### src/rtl/sec_corr_arbiter.sv
// sec_corr_arbiter: round-robin time-sharing of one 32-bit SEC corrector.
// Optional SEC_CORR_ARBITER_MULTI_FLAG_EN adds rsp_multi and multi_cnt.
module sec_corr_arbiter #(
    parameter int NREQ  = 4,
    parameter int IDW   = 2,
    parameter int CNT_W = 16
) (
    input  logic                clk,
    input  logic                rst_n,
    input  logic [NREQ-1:0]     req_valid,
    input  logic [NREQ*32-1:0]  req_data,
    input  logic [NREQ*8-1:0]   req_chk,
    input  logic [NREQ-1:0]     req_corr_en,
    output logic [NREQ-1:0]     req_ready,
    output logic [31:0]         sec_data,
    output logic [7:0]          sec_chk,
    output logic                sec_en,
    input  logic [31:0]         sec_corr_data,
    output logic                rsp_valid,
    input  logic                rsp_ready,
    output logic [IDW-1:0]      rsp_id,
    output logic [31:0]         rsp_data,
    output logic                rsp_flip,
    input  logic                cnt_clr,
    output logic [CNT_W-1:0]    err_cnt
`ifdef SEC_CORR_ARBITER_MULTI_FLAG_EN
    ,
    output logic                rsp_multi,
    output logic [CNT_W-1:0]    multi_cnt
`endif
);

    typedef enum logic [1:0] {
        IDLE,
        ISSUE,
        RESP
    } state_t;

    localparam logic [CNT_W-1:0] CNT_MAX = '1;

    state_t         state, state_nxt;
    logic [IDW-1:0] ptr, win, idx;
    logic           found, grant, hs;
    logic           err_inc;
    logic [31:0]    diff;

    always_comb begin
        found = 1'b0;
        win   = '0;
        idx   = '0;
        for (int i = 0; i < NREQ; i++) begin
            idx = IDW'((int'(ptr) + i) % NREQ);
            if (!found && req_valid[idx]) begin
                found = 1'b1;
                win   = idx;
            end
        end
    end

    always_comb begin
        state_nxt = state;
        grant     = 1'b0;
        hs        = 1'b0;
        unique case (state)
            IDLE: begin
                if (found) begin
                    grant     = 1'b1;
                    state_nxt = ISSUE;
                end
            end
            ISSUE: state_nxt = RESP;
            RESP: begin
                if (rsp_ready) begin
                    hs        = 1'b1;
                    state_nxt = IDLE;
                end
            end
            default: state_nxt = IDLE;
        endcase
    end

    // Gated by rst_n so an asserted reset never shows a grant pulse.
    assign req_ready = (grant && rst_n) ? (NREQ'(1) << win) : '0;

    // sec_data still holds the raw word during ISSUE, so it is the reference.
    assign diff = sec_corr_data ^ sec_data;

`ifdef SEC_CORR_ARBITER_MULTI_FLAG_EN
    assign err_inc = hs && rsp_flip && !rsp_multi;
`else
    assign err_inc = hs && rsp_flip;
`endif

    always_ff @(posedge clk or negedge rst_n) begin
        if (!rst_n) begin
            state     <= IDLE;
            ptr       <= '0;
            sec_data  <= '0;
            sec_chk   <= '0;
            sec_en    <= 1'b0;
            rsp_id    <= '0;
            rsp_data  <= '0;
            rsp_flip  <= 1'b0;
            rsp_valid <= 1'b0;
        end else begin
            state <= state_nxt;
            if (grant) begin
                sec_data <= req_data[{win, 5'd0} +: 32];
                sec_chk  <= req_chk[{win, 3'd0} +: 8];
                sec_en   <= req_corr_en[win];
                rsp_id   <= win;
                ptr      <= (win == IDW'(NREQ - 1)) ? '0 : win + IDW'(1);
            end
            if (state == ISSUE) begin
                rsp_data  <= sec_corr_data;
                rsp_flip  <= |diff;
                rsp_valid <= 1'b1;
            end
            if (hs) begin
                rsp_valid <= 1'b0;
                sec_en    <= 1'b0;
            end
        end
    end

    always_ff @(posedge clk or negedge rst_n) begin
        if (!rst_n) begin
            err_cnt <= '0;
        end else if (cnt_clr) begin
            err_cnt <= '0;
        end else if (err_inc && err_cnt != CNT_MAX) begin
            err_cnt <= err_cnt + CNT_W'(1);
        end
    end

`ifdef SEC_CORR_ARBITER_MULTI_FLAG_EN
    // More than one bit set in diff means the corrector touched 2+ bits.
    always_ff @(posedge clk or negedge rst_n) begin
        if (!rst_n) begin
            rsp_multi <= 1'b0;
            multi_cnt <= '0;
        end else begin
            if (state == ISSUE)
                rsp_multi <= |(diff & (diff - 32'd1));
            if (cnt_clr)
                multi_cnt <= '0;
            else if (hs && rsp_multi && multi_cnt != CNT_MAX)
                multi_cnt <= multi_cnt + CNT_W'(1);
        end
    end
`endif

endmodule

### config.mk
export PLATFORM = sky130hd
export DESIGN_NAME = sec_corr_arbiter
export DESIGN_NICKNAME = d
export VERILOG_FILES = /design/src/rtl/sec_corr_arbiter.sv
export SDC_FILE = /design/constraint.sdc
export NUM_CORES = 1
export LEC_CHECK = 0
export ABC_AREA = 1
export CAP_MARGIN = 20
export CELL_PAD_IN_SITES_DETAIL_PLACEMENT = 1
export CELL_PAD_IN_SITES_GLOBAL_PLACEMENT = 1
export CORE_MARGIN = 3
export CORE_UTILIZATION = 25
export CTS_CLUSTER_DIAMETER = 120
export DETAILED_ROUTE_END_ITERATION = 10
export PLACE_DENSITY_LB_ADDON = 0.1
export SYNTH_ARGS = -nofsm -noshare
export SYNTH_HDL_FRONTEND = slang
export SYNTH_SLANG_ARGS = --single-unit
### constraint.sdc
create_clock -name clk -period 2.1 [get_ports clk]
set_input_delay 0.42 -clock clk [delete_from_list [all_inputs] [get_ports clk]]
set_output_delay 0.42 -clock clk [all_outputs]
set_load 0.05 [all_outputs]
==> results.yml <==
sta:
  layout_setup_ws_ps: -440
  setup_violations: 37
  max_freq_mhz: 394
  timing.final.crit_share_pct: 121
  fin_tns_setup_ps: -6040
  slew_headroom_pct: 58.7
  worst_slew_pin_slew_ps: 620
  fin_crit_ps: 2540
  slew_violations: 0
  hold_viol_final: 0
  rsz0062_at_grt: "yes"
  clock_skew_ps: 15.3
yosys:
  synth_top_area_share_pct: 38.5
  syn_nets: 1207
  synth_area_leaders: "dfrtp_1, nand2_1, nand3_1, inv_1, o21ai_0"
  yosys_warnings: 0
  synth-seq-cells: 97
  syn_area_per_cell_sq_um: 6.29
  ys_seq_area_share_pct: 38.5
  syn_area_sq_um: 6300
  synth_cells: 1002
  synth_top_area_cell: "dfrtp_1"
  ys_types: 27
run:
  maxCapViolations: 0
drt:
  ant_nets: 0
  routed-via-count: 7442
  wl_per_cell_um: 16.7
  totalWireLength_mm: 27.8
  vias_per_cell: 4.48
  firstDrtPassIters: 4
  drtIter0Drc: 394
  route.detailed.drc: 0
grt:
  grt_pass1_wl_mm: 43.4
  antenna_found_initial: 3
  grt_pass1_vias: 7879
  grt_start_max_net_pins: 98
  gr-usage-all-layers_pct: 20.4
  grt_overflow_total: 0
clock_network:
  cts_tree: "done"
  clock-root-buffer: "clkbuf_16"
  cts_sinks: 97
  h-tree-depth: 3
  postCtsHoldBufs: 0
  clk_latency_ps: 360
  cts_inserted_buffers: 9
  clkSlewWorstSetupHoldPaths_ps: 80
  clockBufferDepth: 2
floorplan:
  die_h_um: 165
  start_util_pct: 25.7
  die_w_um: 165
  core_sq_um: 24500
  die_area_sq_um: 27100
  rows: 57
  io_pins: 301
setup_path:
  required_ps: 1680
  path_max_fanout: 8
  path_delay_family: "simple AND/OR/NAND/NOR gates"
  cp.arrival_ps: 2120
  crit_top_cell: "nand2_1"
  rrSetupSlack_ps: -190
  cp_num_buf_inv: 3
  slowest_stage: "dfrtp_2"
  path_cells: "inv_4, nand2_1, nand2_4, nand2_1, nand2_1, nand2_1, nand2_2, nor2_4, nand2_4, nand2_8, inv_6, nand2_2, nor2_4, buf_12"
  cp_slowest_stage_delay_ps: 490
  cp-start-kind: "flop"
  worstSetupEndpointType: "output pin"
  critPathKind: "flop to output pin"
finish:
  area_growth_pct: 70.2
  final_nets: 1535
  fin_util_pct: 43.7
  drive_gt1_share_pct: 13.4
  final_cell_mix: "nand2_1, clkdlybuf4s50_1, nand3_1"
  final_common_cell: "nand2_1"
outcome:
  status: "finished with violations"
  failed_checks: "negative setup slack"
power_and_ir_drop:
  peakVddDrop_v: 0.00124
  power_leakage_nw: 5.35
  p_per_area_nw_per_um2: 1860
placement:
  gp_congestion: 0.803
  portBuffers: 300
  dp_hpwl_mm: 21.9
  dpl_worst_slack_ps: -463
worst_hold_path:
  holdCritPathClass: "input port to asynchronous set/reset pin"
-- what timing repair did --
action                                  CTS  global route
pin swaps                                10            19
gates resized for setup                  28            45
buffers inserted                          7             4
endpoints found under the setup margin   48            65
hold endpoints to repair                  0             0
-- cell type report --
cell class	count	area (sq um)
Clock inverter	6	53.8
Sequential cell	97	2430
Timing Repair Buffer	369	3730
Multi-Input combinational cell	796	3640
Tap cell	324	405
Clock buffer	10	239
Fill cell	3088	13800
Antenna cell	2	5.00
Inverter	57	221
-- synthesized netlist by cell type --
cell and number:
nand3_2 1, nand4_1 9, nor4_1 5, a21oi_1 10, or2_2 15, o21ai_1 2
clkbuf_1 19, nor3_1 7, xor2_1 7, nand3_1 110, clkinv_1 2, buf_6 5
ha_1 1, dfrtp_1 97, xnor2_1 11, inv_1 51, nand2_1 535, inv_2 4
o21a_1 1, buf_1 9, buf_2 18, o31ai_1 2, o21ai_0 36, buf_4 1
nand2_2 4, nor2_2 3, nor2_1 37
-- registers in the layout (all words and copies together), names as in the netlist --
register   cells
err_cnt       16
sec_en         1
rsp_id         2
sec_data      32
ptr            2
sec_chk        8
rsp_flip       1
rsp_valid      1
rsp_data      32
state          2
-- routing by layer --
metal  track usage (%)  vias to the layer above  part of all wire, %
met4              3.70                        4                 0.95
met1              25.5                     3444                   43
li1                  -                     3782                    -
met5                 0                        -                0.097
met2              35.2                      193                   49
met3              5.92                       19                  7.5
-- worst paths after layout --
path / cells after the start / from / endpoint
worst min register to register: 2 / rsp_data[24] / rsp_data[24]
worst max-delay path: 14 / ptr[0] / req_ready[0]
min in group clk: 2 / rsp_data[24] / rsp_data[24]
max in group asynchronous: 2 / rst_n / err_cnt[0]
worst min-delay path: 2 / rst_n / rsp_data[25]
worst max register to register: 19 / ptr[0] / sec_data[0]
-- report_power, final --
part	internal [mW]	switching [mW]	total [mW]
combinational	5.58	9.40	15.0
sequential	2.67	0.621	3.29
clock	0.864	0.829	1.69
-- metrics by stage --
stage / hold WS [ps] / power [mW] / area [sq um] / instances
6_report: 144 / 20.0 / 10700 / 1661
5_1_grt: 201 / 21.8 / 10700 / 1660
4_1_cts: 224 / 19.8 / 10500 / 1655
3_5_place_dp: 457 / 17.6 / 10100 / 1632
3_3_place_gp: 453 / 17.4 / 10100 / 1632
2_1_floorplan: 124 / 12.3 / 6400 / 1002
-- cell families (layout without fill, tap and decap cells) --
| logic type | after synthesis | in the layout | share of synthesized area [%] |
|---|---|---|---|
| simple gates | 726 | 726 | 47.1 |
| buf+inv | 109 | 442 | 7.51 |
| flops | 97 | 97 | 38.5 |
| compound gates | 51 | 51 | 4.17 |
| xor+xnor | 18 | 18 | 2.50 |
| fa+ha+maj | 1 | 1 | 0.199 |
| other cells | 0 | 2 | 0 |
-- worst reg2reg max path, delay by kind of cell (launching register included) --
family                 cells  cell delay (ps)
and+or+nand+nor           15             1100
buffers and inverters      4              580
DFF                        1              490
No activity file was read; power rests on OpenSTA's default activity.
